$ cat src/rtl/matmul_unit_pkg.sv
// Shared definitions for the execute-stage matrix-multiply unit: FSM encoding
// and the address constants used to place C after B in memory.
package matmul_unit_pkg;

    typedef enum logic [2:0] {
        IDLE    = 3'd0,
        LOAD    = 3'd1,
        COMPUTE = 3'd2,
        STORE   = 3'd3,
        DONE    = 3'd4
    } mmState;

    localparam logic [31:0] WordBytes = 32'd4;

    // C is stored immediately after the N*N words of B.
    function automatic logic [31:0] cOffset(input int n);
        return WordBytes * 32'(n * n);
    endfunction

endpackage

$ cat src/rtl/matmul_mac.sv
// W-bit signed multiply-accumulate register. The product keeps only its low
// W bits and the running sum wraps modulo 2^W.
module matmul_mac #(
    parameter int W = 32
) (
    input  logic         clk,
    input  logic         reset,
    input  logic         en,
    input  logic         clr,
    input  logic [W-1:0] aIn,
    input  logic [W-1:0] bIn,
    output logic [W-1:0] acc
);

    logic signed [W-1:0] aS;
    logic signed [W-1:0] bS;
    logic signed [W-1:0] acc_p1;

    assign aS  = aIn;
    assign bS  = bIn;
    assign acc = acc_p1;

    // Evaluated entirely in W-bit context: truncating multiply, wrapping add.
    function automatic logic signed [W-1:0] wrapMac(
        input logic signed [W-1:0] base,
        input logic signed [W-1:0] x,
        input logic signed [W-1:0] y
    );
        return base + x * y;
    endfunction

    // Stage p1: accumulator; clr restarts the sum with the current product.
    always_ff @(posedge clk) begin
        if (reset) begin
            acc_p1 <= '0;
        end else if (en) begin
            acc_p1 <= wrapMac(clr ? '0 : acc_p1, aS, bS);
        end
    end

endmodule

$ cat src/rtl/matmul_unit.sv
// Execute-stage matrix multiply: loads NxN matrices A and B, computes C = A x B
// one MAC per cycle and writes C back, stalling E through MatmulBusy.
module matmul_unit
    import matmul_unit_pkg::*;
#(
    parameter int N = 2,
    parameter int W = 32
) (
    input  logic         clk,
    input  logic         reset,
    input  logic         MatmulStartE,
    input  logic [31:0]  ABaseE,
    input  logic [31:0]  BBaseE,
    output logic         MatmulBusy,
    output logic         MatmulDone,
    output logic [31:0]  MemAddr,
    output logic         MemRE,
    input  logic [W-1:0] MemRData,
    output logic         MemWE,
    output logic [W-1:0] MemWData
);

    localparam int NN        = N * N;
    localparam int LoadReads = 2 * NN;
    localparam int CntW      = $clog2(LoadReads + 1);
    localparam int IdxW      = $clog2(N);
    localparam int ElW       = $clog2(NN);
    localparam logic [31:0] COffset = cOffset(N);

    mmState state;
    mmState nextState;

    logic [CntW-1:0] loadCnt;
    logic [IdxW-1:0] iIdx;
    logic [IdxW-1:0] jIdx;
    logic [IdxW-1:0] kIdx;
    logic [31:0]     aBase;
    logic [31:0]     bBase;

    logic            rdVld_p1;
    logic [CntW-1:0] rdIdx_p1;

    logic [W-1:0] aMem [NN];
    logic [W-1:0] bMem [NN];

    logic         macEn;
    logic         macClr;
    logic [W-1:0] acc;

    logic [ElW-1:0] aSel;
    logic [ElW-1:0] bSel;
    logic [ElW-1:0] cSel;
    logic           lastK;
    logic           lastJ;
    logic           lastI;
    logic           inA;
    logic [31:0]    loadAddr;
    logic [31:0]    storeAddr;

    assign lastK = (kIdx == IdxW'(N - 1));
    assign lastJ = (jIdx == IdxW'(N - 1));
    assign lastI = (iIdx == IdxW'(N - 1));

    assign aSel = ElW'(iIdx) * ElW'(N) + ElW'(kIdx);
    assign bSel = ElW'(kIdx) * ElW'(N) + ElW'(jIdx);
    assign cSel = ElW'(iIdx) * ElW'(N) + ElW'(jIdx);

    // The first N*N reads walk A, the next N*N walk B.
    assign inA       = (loadCnt < CntW'(NN));
    assign loadAddr  = inA ? aBase + 32'(loadCnt) * WordBytes
                           : bBase + 32'(loadCnt - CntW'(NN)) * WordBytes;
    assign storeAddr = bBase + COffset + 32'(cSel) * WordBytes;

    matmul_mac #(
        .W(W)
    ) uMac (
        .clk  (clk),
        .reset(reset),
        .en   (macEn),
        .clr  (macClr),
        .aIn  (aMem[aSel]),
        .bIn  (bMem[bSel]),
        .acc  (acc)
    );

    always_ff @(posedge clk) begin
        if (reset) begin
            state    <= IDLE;
            loadCnt  <= '0;
            iIdx     <= '0;
            jIdx     <= '0;
            kIdx     <= '0;
            aBase    <= '0;
            bBase    <= '0;
            rdVld_p1 <= 1'b0;
            rdIdx_p1 <= '0;
        end else begin
            state    <= nextState;
            rdVld_p1 <= MemRE;
            rdIdx_p1 <= loadCnt;
            case (state)
                IDLE: begin
                    if (MatmulStartE) begin
                        aBase   <= ABaseE;
                        bBase   <= BBaseE;
                        loadCnt <= '0;
                        iIdx    <= '0;
                        jIdx    <= '0;
                        kIdx    <= '0;
                    end
                end
                LOAD:    loadCnt <= loadCnt + CntW'(1);
                COMPUTE: kIdx <= lastK ? '0 : kIdx + IdxW'(1);
                STORE: begin
                    if (lastJ) begin
                        jIdx <= '0;
                        iIdx <= lastI ? '0 : iIdx + IdxW'(1);
                    end else begin
                        jIdx <= jIdx + IdxW'(1);
                    end
                end
                default: ;
            endcase
        end
    end

    // Stage p1: read data returns one cycle after the strobe and lands in A or B.
    always_ff @(posedge clk) begin
        if (rdVld_p1) begin
            if (rdIdx_p1 < CntW'(NN)) begin
                aMem[ElW'(rdIdx_p1)] <= MemRData;
            end else begin
                bMem[ElW'(rdIdx_p1 - CntW'(NN))] <= MemRData;
            end
        end
    end

    always_comb begin
        nextState  = state;
        MatmulBusy = 1'b0;
        MatmulDone = 1'b0;
        MemRE      = 1'b0;
        MemWE      = 1'b0;
        MemAddr    = '0;
        MemWData   = '0;
        macEn      = 1'b0;
        macClr     = 1'b0;
        case (state)
            IDLE: begin
                // Stall asserts in the very cycle the start is seen.
                if (MatmulStartE) begin
                    MatmulBusy = 1'b1;
                    nextState  = LOAD;
                end
            end
            LOAD: begin
                MatmulBusy = 1'b1;
                if (loadCnt < CntW'(LoadReads)) begin
                    MemRE   = 1'b1;
                    MemAddr = loadAddr;
                end else begin
                    nextState = COMPUTE;
                end
            end
            COMPUTE: begin
                MatmulBusy = 1'b1;
                macEn      = 1'b1;
                macClr     = (kIdx == '0);
                if (lastK) begin
                    nextState = STORE;
                end
            end
            STORE: begin
                MatmulBusy = 1'b1;
                MemWE      = 1'b1;
                MemAddr    = storeAddr;
                MemWData   = acc;
                nextState  = (lastI && lastJ) ? DONE : COMPUTE;
            end
            DONE: begin
                // A start still held in E is deliberately ignored here.
                MatmulDone = 1'b1;
                nextState  = IDLE;
            end
            default: nextState = IDLE;
        endcase
    end

endmodule

$ cat config.mk
export PLATFORM = sky130hd
export DESIGN_NAME = matmul_unit
export DESIGN_NICKNAME = d
export VERILOG_FILES = /design/src/rtl/matmul_unit_pkg.sv /design/src/rtl/matmul_mac.sv /design/src/rtl/matmul_unit.sv
export SDC_FILE = /design/constraint.sdc
export NUM_CORES = 2
export LEC_CHECK = 0
export CAP_MARGIN = 5
export CORE_MARGIN = 10
export CORE_UTILIZATION = 40
export DETAILED_ROUTE_END_ITERATION = 10
export DONT_BUFFER_PORTS = 1
export SYNTH_ARGS = -nofsm -noshare
export SYNTH_HDL_FRONTEND = slang
export SYNTH_HIERARCHICAL = 1
export SYNTH_SLANG_ARGS = --single-unit
$ cat constraint.sdc
create_clock -name clk -period 9.9 [get_ports clk]
set_input_delay 1.485 -clock clk [delete_from_list [all_inputs] [get_ports clk]]
set_output_delay 1.485 -clock clk [all_outputs]
set_load 0.02 [all_outputs]
==> reports/results.tsv <==
metric	value	unit
largest net degree at the start of global routing	114	
DIE HEIGHT	314	um
DRT Pass-1 Iters	6	
max cap viols	0	
Routed WL	92.6	mm
Pins Over Slew Limit	0	
final period utilization	0.857	
remaining antenna violation count	0	
status	finished, final reports clean	
setup bufs post-CTS	0	
Port Buffer Count	0	
setup ws final	1.41	ns
H-tree depth	2	
Slew @ Worst Pin	1.17	ns
first-pass GRT wire length	146	mm
row count	107	
arrival time worst endpoint	8.94	ns
number of synthesized flops with an enable pin	256	
Seq/Total Area, Yosys	0.288	
Worst-Skew Late Latency	0.60	ns
Synth cell types	97	
post-synthesis mux area share	0.0521	
CTS clock-pin slew for the worst setup and hold paths	0.06	ns
crit path launch type	flip-flop	
simple-gate share of the synthesized area	0.153	
area leader, netlist	fa_1	
vias per cell	5.25	
Synth Register Bits	367	
CP Capture Type	flip-flop	
area of the multi-input gates	0.0217	mm2
Layout area overhead	6.61	%
Syn Inst Count	3373	
WP data required	10.36	ns
dpl hpwl	70.2	mm
top cells by area, synth	fa_1 (26%), edfxtp_1 (22%), dfxtp_1 (6.4%), inv_1 (6.1%), ha_1 (6.0%)	
global route total overflow	0	
cell with the most instances after synthesis	inv_1	
number of global-route vias before repair	23900	
FILL cells	8181	
gr usage total	0.189	
utilization after layout	0.431	
CTS Buf Count	41	
PD cells	241	mW/mm2
YS warnings	6	
layout cell share with drive strength beyond 1	0.0634	
Num Clock Sinks	367	
gp weighted congestion	0.867	
clk buf depth	3	
Max-slew headroom	0.223	
Setup TNS Final	0	ns
Core ar.	0.0853	mm2
TritonCTS clock tree	yes	
worst hold-check path type	reg2reg	
clock root cell	clkbuf_16	
Hold Vio Cnt, Final	0	
critical path fanouts, max	25	
DR WL/cell	20.9	um
fmax	118	MHz
total number of vias	23200	
I/O pin total	167	
Starting Density	0.404	
Post-Synth XOR/XNOR Area	0.0352	
FFs w/ async S/R, synth	0	
DRC violations left	0	
pre-CTS WS	1.41	ns
Die Wd	314	um
register area	0.00992	mm2
Synth top area share	0.256	
Pleak	15.2	nW
initial antenna violation count	1	
cts repair resizes	0	
syn_nets	4079	
post-route clock skew	0.0506	ns
DRT iter0 DRCs	1904	
# nets final	3956	
Max IR drop VDD	0.000366	V
die area	0.0983	mm2
top_reg_cell synth	edfxtp_1	
hold buffers post-CTS	0	
Mapped Area	0.0345	mm2
Syn Area/Cell	10.2	um2
WHS	0.451	ns
Final Critical Period	8.49	ns
Critical Setup Path Class	reg2reg	
synth cell count leaders	inv_1 (563), fa_1 (441), nand2_1 (434), and2_1 (329), edfxtp_1 (256)	
Synth Area in Adders	0.316	
largest family of logic cells by synthesized area	adder cells	
post-synthesis compound-gate area fraction	0.0718	
final setup fails	0	
RSZ-0062 raised after global routing	no	
-- state kept, by name, indices dropped and copies added (netlist names) --
name	flops
rdVld_p1	1
kIdx	1
state	3
bMem	128
uMac/acc	32
aBase	32
iIdx	1
jIdx	1
rdIdx_p1	4
loadCnt	4
aMem	128
bBase	32
-- cell families after synthesis --
group	count (synthesis)
adder cells (fa/ha/maj)	607
buffers and inverters	755
flip-flops	367
XOR/XNOR	137
AO/OA/AOI/OAI	356
AND/OR/NAND/NOR	1052
multiplexers	99
-- path summary, 6_finish.rpt --
check	start	to	slack, ns	cells after the start
worst max-delay path	jIdx$_SDFFE_PP0P_	uMac/acc[31]$_SDFFE_PP0P_	1.41	25
worst min-delay path	bBase[1]$_SDFFE_PP0P_	bBase[1]$_SDFFE_PP0P_	0.45	2
worst max register to register	jIdx$_SDFFE_PP0P_	uMac/acc[31]$_SDFFE_PP0P_	1.41	25
worst min register to register	bBase[1]$_SDFFE_PP0P_	bBase[1]$_SDFFE_PP0P_	0.45	2
-- cell usage in the layout, fill, tap and decap left out, drive strengths merged, types with 17 or more instances in the layout --
master	n
a21o	17
a21oi	119
and2	329
buf	24
clkbuf	53
dfxtp	111
edfxtp	256
fa	441
ha	166
inv	568
mux2i	32
mux4	64
nand2	435
nand2b	24
nand3	26
nor2	111
nor2b	30
nor3	28
o21ai	52
o22ai	23
xnor2	94
xor2	42
-- metal layers --
layer	vias to the layer above	track usage	share of wire
li1	10600	-	-
met1	11900	0.244	0.42
met2	648	0.321	0.50
met3	105	0.0341	0.061
met4	0	0.0504	0.027
met5	-	0	0
-- cell type report --
cell class / count / share of cell area
clock inverters: 22 / 0.00572
well taps: 1144 / 0.0390
clock buffers: 53 / 0.0300
inverters: 565 / 0.0577
flip-flops and latches: 367 / 0.270
multi-input cells: 2251 / 0.592
diodes: 1 / 0.0000681
repair buffers: 24 / 0.00592
-- report_power, final --
group	switching, W	internal [W]	leakage, nW
registers	0.0000377	0.00166	3.21
clock network	0.000656	0.000847	0.634
logic	0.00323	0.00241	11.3
total	0.00392	0.00493	15.2
-- stage by stage --
stage          total power (W)  cell area [um2]  cells
6_report               0.00885            36700   4427
5_1_grt                0.00961            36700   4427
4_1_cts                0.00892            36700   4426
3_5_place_dp           0.00737            35400   4351
3_3_place_gp           0.00736            35400   4351
2_1_floorplan          0.00605            34500   3373
-- critical path, stage by stage, from the launching register on --
cell and delay [ns]:
dfxtp_2 0.64, buf_12 0.29, mux4_2 0.84, and2_1 0.28
fa_1 0.51, inv_1 0.05, fa_1 0.47, fa_1 0.52
fa_1 0.49, inv_1 0.05, fa_1 0.51, fa_1 0.45
fa_1 0.55, inv_1 0.05, fa_1 0.52, inv_1 0.04
ha_1 0.35, and3_4 0.20, a221oi_4 0.30, o21ai_2 0.09
a21oi_2 0.18, o31ai_4 0.14, a211oi_2 0.19, xnor3_1 0.40
mux2i_1 0.14, nor2_1 0.05
No activity file was read; power rests on OpenSTA's default activity.
